File: src/rtl/rs232_pkg.sv
// Shared types and constants for the RS232 packet transmit path.
package rs232_pkg;

  localparam int PKT_W        = 64;
  localparam int BIT_TIME_DE0 = 1302;  // one bit time at the DE0 system clock

  localparam logic REQ_AES = 1'b0;
  localparam logic REQ_MSG = 1'b1;

  typedef enum logic [2:0] {
    ST_IDLE,
    ST_START,
    ST_WAIT_BUSY,
    ST_WAIT_DONE,
    ST_GAP
  } tx_state_e;

endpackage

File: src/rtl/tx_rr_arbiter.sv
// Two-requester grant logic for the packet scheduler.
// TX_SCHED_RR_EN selects round-robin tie-breaking; otherwise AES has fixed priority.
module tx_rr_arbiter
  import rs232_pkg::*;
(
  input  logic clk,
  input  logic rst,
  input  logic req_aes,
  input  logic req_msg,
  input  logic upd_en,
  input  logic upd_id,
  output logic gnt_vld,
  output logic gnt_id
);

  logic tie_id;

`ifdef TX_SCHED_RR_EN
  logic last_q, last_d;

  always_comb begin
    last_d = last_q;
    if (upd_en) last_d = upd_id;
  end

  always_ff @(posedge clk) begin
    if (rst) last_q <= REQ_MSG;
    else     last_q <= last_d;
  end

  assign tie_id = (last_q == REQ_AES) ? REQ_MSG : REQ_AES;
`else
  logic unused_ok;
  assign unused_ok = ^{clk, rst, upd_en, upd_id};
  assign tie_id    = REQ_AES;
`endif

  always_comb begin
    gnt_vld = req_aes | req_msg;
    gnt_id  = req_aes ? REQ_AES : REQ_MSG;
    if (req_aes && req_msg) gnt_id = tie_id;
  end

endmodule

File: src/rtl/tx_packet_sched.sv
// Shares the single 64-bit RS232 packet transmitter between the AES core and the control path.
// Build macro TX_SCHED_RR_EN enables round-robin arbitration (default: AES priority).
//
// state      | meaning
// IDLE       | waiting for a requester; grant and accept payload
// START      | one-cycle tx_start pulse, tx_data already valid
// WAIT_BUSY  | waiting for tx_busy to rise; retry or drop on timeout
// WAIT_DONE  | transmitter sending; wait for tx_busy to fall
// GAP        | inter-packet gap, then next half or done pulse
module tx_packet_sched
  import rs232_pkg::*;
#(
  parameter int BUSY_WAIT_MAX = 64,
  parameter int GAP_CYCLES    = BIT_TIME_DE0,
  parameter int MAX_RETRY     = 3
) (
  input  logic               clk,
  input  logic               rst,
  input  logic               aes_valid,
  input  logic [2*PKT_W-1:0] aes_data,
  output logic               aes_ready,
  input  logic               msg_valid,
  input  logic [PKT_W-1:0]   msg_data,
  output logic               msg_ready,
  output logic [PKT_W-1:0]   tx_data,
  output logic               tx_start,
  input  logic               tx_busy,
  output logic               aes_done,
  output logic               msg_done,
  output logic               err_drop
);

  localparam int WAIT_W = $clog2(BUSY_WAIT_MAX);
  localparam int GAP_W  = $clog2(GAP_CYCLES + 1);
  localparam int RTRY_W = $clog2(MAX_RETRY + 1);
  localparam logic [WAIT_W-1:0] WAIT_LAST = WAIT_W'(BUSY_WAIT_MAX - 1);
  localparam logic [GAP_W-1:0]  GAP_LOAD  = GAP_W'(GAP_CYCLES);
  localparam logic [RTRY_W-1:0] RTRY_LAST = RTRY_W'(MAX_RETRY - 1);

  tx_state_e         state_q, state_d;
  logic [1:0]        pkt_left_q, pkt_left_d;
  logic [RTRY_W-1:0] retry_q, retry_d;
  logic [WAIT_W-1:0] wait_cnt_q, wait_cnt_d;
  logic [GAP_W-1:0]  gap_cnt_q, gap_cnt_d;
  logic              owner_q, owner_d;
  logic [PKT_W-1:0]  tx_data_q, tx_data_d;
  logic [PKT_W-1:0]  hi_half_q, hi_half_d;
  logic              gnt_vld, gnt_id, burst_done;

  tx_rr_arbiter u_arb (
    .clk     (clk),
    .rst     (rst),
    .req_aes (aes_valid),
    .req_msg (msg_valid),
    .upd_en  (burst_done),
    .upd_id  (owner_q),
    .gnt_vld (gnt_vld),
    .gnt_id  (gnt_id)
  );

  always_ff @(posedge clk) begin
    if (rst) begin
      state_q    <= ST_IDLE;
      pkt_left_q <= '0;
      retry_q    <= '0;
      wait_cnt_q <= '0;
      gap_cnt_q  <= '0;
      owner_q    <= REQ_MSG;
      tx_data_q  <= '0;
      hi_half_q  <= '0;
    end else begin
      state_q    <= state_d;
      pkt_left_q <= pkt_left_d;
      retry_q    <= retry_d;
      wait_cnt_q <= wait_cnt_d;
      gap_cnt_q  <= gap_cnt_d;
      owner_q    <= owner_d;
      tx_data_q  <= tx_data_d;
      hi_half_q  <= hi_half_d;
    end
  end

  always_comb begin
    state_d    = state_q;
    pkt_left_d = pkt_left_q;
    retry_d    = retry_q;
    wait_cnt_d = wait_cnt_q;
    gap_cnt_d  = gap_cnt_q;
    owner_d    = owner_q;
    tx_data_d  = tx_data_q;
    hi_half_d  = hi_half_q;
    case (state_q)
      ST_IDLE: begin
        if (aes_valid && aes_ready) begin
          owner_d    = REQ_AES;
          pkt_left_d = 2'd2;
          retry_d    = '0;
          tx_data_d  = aes_data[PKT_W-1:0];
          hi_half_d  = aes_data[2*PKT_W-1:PKT_W];
          state_d    = ST_START;
        end else if (msg_valid && msg_ready) begin
          owner_d    = REQ_MSG;
          pkt_left_d = 2'd1;
          retry_d    = '0;
          tx_data_d  = msg_data;
          state_d    = ST_START;
        end
      end
      ST_START: begin
        wait_cnt_d = '0;
        state_d    = ST_WAIT_BUSY;
      end
      ST_WAIT_BUSY: begin
        if (tx_busy) begin
          state_d = ST_WAIT_DONE;
        end else begin
          wait_cnt_d = wait_cnt_q + WAIT_W'(1);
          if (wait_cnt_q == WAIT_LAST) begin
            retry_d = retry_q + RTRY_W'(1);
            // a dropped packet still consumes its slot so the burst carries on
            if (retry_q == RTRY_LAST) begin
              pkt_left_d = pkt_left_q - 2'd1;
              gap_cnt_d  = GAP_LOAD;
              state_d    = ST_GAP;
            end else begin
              state_d = ST_START;
            end
          end
        end
      end
      ST_WAIT_DONE: begin
        if (!tx_busy) begin
          pkt_left_d = pkt_left_q - 2'd1;
          gap_cnt_d  = GAP_LOAD;
          state_d    = ST_GAP;
        end
      end
      ST_GAP: begin
        if (gap_cnt_q != '0) begin
          gap_cnt_d = gap_cnt_q - GAP_W'(1);
        end else if (pkt_left_q != 2'd0) begin
          tx_data_d = hi_half_q;
          retry_d   = '0;
          state_d   = ST_START;
        end else begin
          state_d = ST_IDLE;
        end
      end
      default: state_d = ST_IDLE;
    endcase
  end

  always_comb begin
    aes_ready  = 1'b0;
    msg_ready  = 1'b0;
    tx_start   = 1'b0;
    err_drop   = 1'b0;
    burst_done = 1'b0;
    if (!rst) begin
      case (state_q)
        ST_IDLE: begin
          aes_ready = gnt_vld && (gnt_id == REQ_AES);
          msg_ready = gnt_vld && (gnt_id == REQ_MSG);
        end
        ST_START:     tx_start   = 1'b1;
        ST_WAIT_BUSY: err_drop   = !tx_busy && (wait_cnt_q == WAIT_LAST) && (retry_q == RTRY_LAST);
        ST_GAP:       burst_done = (gap_cnt_q == '0) && (pkt_left_q == 2'd0);
        default: ;
      endcase
    end
  end

  assign aes_done = burst_done && (owner_q == REQ_AES);
  assign msg_done = burst_done && (owner_q == REQ_MSG);
  assign tx_data  = tx_data_q;

endmodule
File: config.mk
export PLATFORM = sky130hd
export DESIGN_NAME = tx_packet_sched
export DESIGN_NICKNAME = d
export VERILOG_FILES = /design/src/rtl/rs232_pkg.sv /design/src/rtl/tx_rr_arbiter.sv /design/src/rtl/tx_packet_sched.sv
export SDC_FILE = /design/constraint.sdc
export NUM_CORES = 1
export LEC_CHECK = 0
export CORE_MARGIN = 2
export CORE_UTILIZATION = 46
export DETAILED_ROUTE_END_ITERATION = 8
export GPL_TIMING_DRIVEN = 0
export PLACE_DENSITY_LB_ADDON = 0.08
export SLEW_MARGIN = 20
export SYNTH_ARGS = -nofsm -noshare
export SYNTH_HDL_FRONTEND = slang
export SYNTH_SLANG_ARGS = --single-unit
File: constraint.sdc
create_clock -name clk -period 2.9 [get_ports clk]
set_clock_uncertainty 0.05 [all_clocks]
set_input_delay 0.58 -clock clk [delete_from_list [all_inputs] [get_ports clk]]
set_output_delay 0.58 -clock clk [all_outputs]
set_load 0.1 [all_outputs]
==> results.md <==
* Net switching power at 3.78 mW
* Clock share of power at 0.277
* PortBufs at 265
* WL final at 27300 um
* Die X at 133 um
* Crit Path Max Fanout at 7
* Footprint of the multi-input gates at 0.00419 sq mm
* Initial core utilization at 0.475
* Final HPWL from detailed placement at 19900 um
* Critical Path Source Type: flop
* Drt drc at 0
* Mapped Avg Cell Area at 7.42 sq um
* Layout fillers at 1426
* Root Buffer: clkbuf_16
* Hold-fix buffers, CTS at 0
* Logic gate share of total power at 0.437
* Leak at 3.98 nW
* Final Hold Fails at 0
* CTS tree: built
* Asr flop ratio synth at 0
* R2r setup slk at 0.21 ns
* Hold WC Path Type: reg -> reg
* Row count at 46
* Via/cell ratio at 5.63
* Worst slew margin at 0.278
* Largest net degree at the start of global routing at 17
* Core Area at 0.0160 sq mm
* First-pass GRT wire length at 42900 um
* YS warnings at 0
* Overall Global Routing Usage at 0.306
* Overall Power at 9.01 mW
* Synth cell types at 51
* Hold slack at 0.402 ns
* Post-synth EDFFs at 0
* Yosys reg bits at 153
* GRT overflow at 0
* Status: completed
* Seq/Total Area, Yosys at 0.403
* H-Tree Depth at 4
* FF-to-FF End: tx_data[60]$_SDFFE_PP0P_
* Syn_nets at 1227
* Post-DRT Antenna Nets at 0
* Pwr Density at 801 mW/mm^2
* Pint at 5.23 mW
* Post-Syn Area at 0.00760 sq mm
* Register share of total power at 0.286
* Vias in the first global route at 8168
* Main synth FF type: dfxtp_1
* CTS buffer count at 17
* Sw frac at 0.419
* R2r worst-path depth at 8
* Nets at 1510
* Fmax at 0.364 GHz
* # setup viols final at 0
* Ant. Diodes at 0
* Worst EP required at 2.27 ns
* Min cycle time layout at 2.75 ns
* Crit. End Element: output pin
* Area delta synth->final at 47.9%
* Max_cap viols at 0
* Final period utilization at 0.948
* Clock latency on the worst-skew pair at 0.43 ns
* RD Place Congestion at 0.867
* RSZ-0062 raised after global routing: no
* CTS Sinks at 153
* Max IR drop VDD at 0.648 mV
* DR WL/cell at 17.8 um
* Least-Margin Pin Slew at 1.08 ns
* CP endpoint: aes_done
* Setup crit start: gap_cnt_q[0]$_SDFFE_PP0P_
* Die Y at 133 um
* Crit path kind: reg -> out
* I/O Pins at 267
* Routed via count at 8640
* Max-slew violations at 0
* Mapped Cells at 1025
* Layout cells sized above 1 at 0.0545
* Clock transition at the registers of the reported paths at 0.06 ns
* Initial antenna violation count at 0
* Drt first pass iters at 6
* Placed cells at 1506
* Maximum clock insertion buffer count at 2
* Final Non-Filler Cells at 1536
* Register area at 0.00306 sq mm
* WP data arrival at 2.12 ns
* Drt initial violations at 736
* R2R Path Start: gap_cnt_q[0]$_SDFFE_PP0P_
* Die Area at 0.0176 sq mm
## stage by stage
step,area [sq um],utilization,setup WS (ns),setup TNS [ns]
finish,11200,0.703,0.150,0
CTS,11200,0.702,0.000863,0
detailed placement,10600,0.661,-0.848,-7.33
floorplan,7650,-,0.0282,0
global route,11200,0.703,0.0306,0
global placement,10600,0.661,-0.848,-5.51
## synth_stat cells (6+ instances only)
master    number  share of area
clkbuf_1      76          0.038
nand2_1      205           0.10
o22a_1        64          0.074
buf_6          6         0.0089
nor3_1        13         0.0086
inv_1          8         0.0040
dfxtp_1      153           0.40
o211ai_1      63          0.062
nor2_1       144          0.071
a21oi_1      202           0.13
buf_2          7         0.0046
xor2_1        10          0.012
## kinds of logic after synthesis
kind of cell | count (synthesis) | share of synthesized area
adder cells (fa/ha/maj) | 5 | 0.00823
flip-flops | 153 | 0.403
AND/OR/NAND/NOR | 403 | 0.221
XOR/XNOR | 12 | 0.0138
multiplexers | 1 | 0.00132
buffers and inverters | 99 | 0.0560
AO/OA/AOI/OAI | 352 | 0.297
## power by group through the flow
stage | Sequential (mW) | Combinational (mW) | Clock [mW]
2_1_floorplan | 3.98 | 1.40 | 0
3_3_place_gp | 2.61 | 3.86 | 0
3_5_place_dp | 2.62 | 3.89 | 0
4_1_cts | 2.57 | 3.91 | 2.51
5_1_grt | 2.61 | 4.17 | 2.59
6_report | 2.58 | 3.94 | 2.50
## layout by cell type, fill, tap and decap left out, types with 3 or more instances in the layout
master	instances
o21ai_0	5
clkinv_2	3
buf_6	8
nor3_1	9
nand4_1	4
nor3_4	4
nor2_1	143
or2_2	3
buf_2	8
a21oi_1	202
inv_1	8
bufinv_16	6
nand2b_1	3
clkbuf_1	72
dfxtp_1	153
o211ai_1	63
and3_1	3
ha_1	5
xor2_1	10
clkbuf_16	17
nand2_1	205
clkbuf_2	7
nand4b_1	3
or3_1	5
nand3_1	3
clkdlybuf4s50_1	259
o22a_1	64
## per-layer routing
metal	routed length (um)	GRT usage	vias to the layer above
met5	0	0	-
met4	784	0.116	0
met3	2420	0.0605	50
met2	12700	0.500	424
met1	11300	0.399	4015
li1	-	-	4151
## sequential cells by signal, indices dropped and copies added (netlist names)
signal,cells
owner_q,1
gap_cnt_q,11
tx_data,64
wait_cnt_q,6
state_q,3
hi_half_q,64
retry_q,2
pkt_left_q,2
## worst max-delay path: stages (launching register included)
cell and delay [ns]:
dfxtp_1 0.33, inv_1 0.08, ha_1 0.18, nor3b_4 0.31
nand3_2 0.28, nor3_4 0.26, buf_6 0.25
## worst min-delay path by stage
stage	start	to	slack, ns	cells after the start
5_1_grt	hi_half_q[34]$_SDFFE_PP0P_	hi_half_q[34]$_SDFFE_PP0P_	0.42	2
3_3_place_gp	retry_q[1]$_SDFFE_PP0P_	retry_q[1]$_SDFFE_PP0P_	0.39	2
4_1_cts	tx_data[54]$_SDFFE_PP0P_	tx_data[54]$_SDFFE_PP0P_	0.40	2
3_5_place_dp	tx_data[54]$_SDFFE_PP0P_	tx_data[54]$_SDFFE_PP0P_	0.40	2
2_1_floorplan	retry_q[1]$_SDFFE_PP0P_	retry_q[1]$_SDFFE_PP0P_	0.39	2
6_report	tx_data[32]$_SDFFE_PP0P_	tx_data[32]$_SDFFE_PP0P_	0.40	2
## cell type report
type                       instances  area share
buffer                            90      0.0356
clock buffer                      22      0.0404
clock inverter                     9      0.0174
inverter                           8     0.00267
multi-input combinational        773       0.372
sequential                       153       0.272
tap                              216      0.0240
timing repair buffer             265       0.235
## what timing repair did
action                     CTS  global route
setup endpoints to repair    6             9
setup buffers                0             0
gates resized for setup     41            10
No activity file was read; power rests on OpenSTA's default activity.
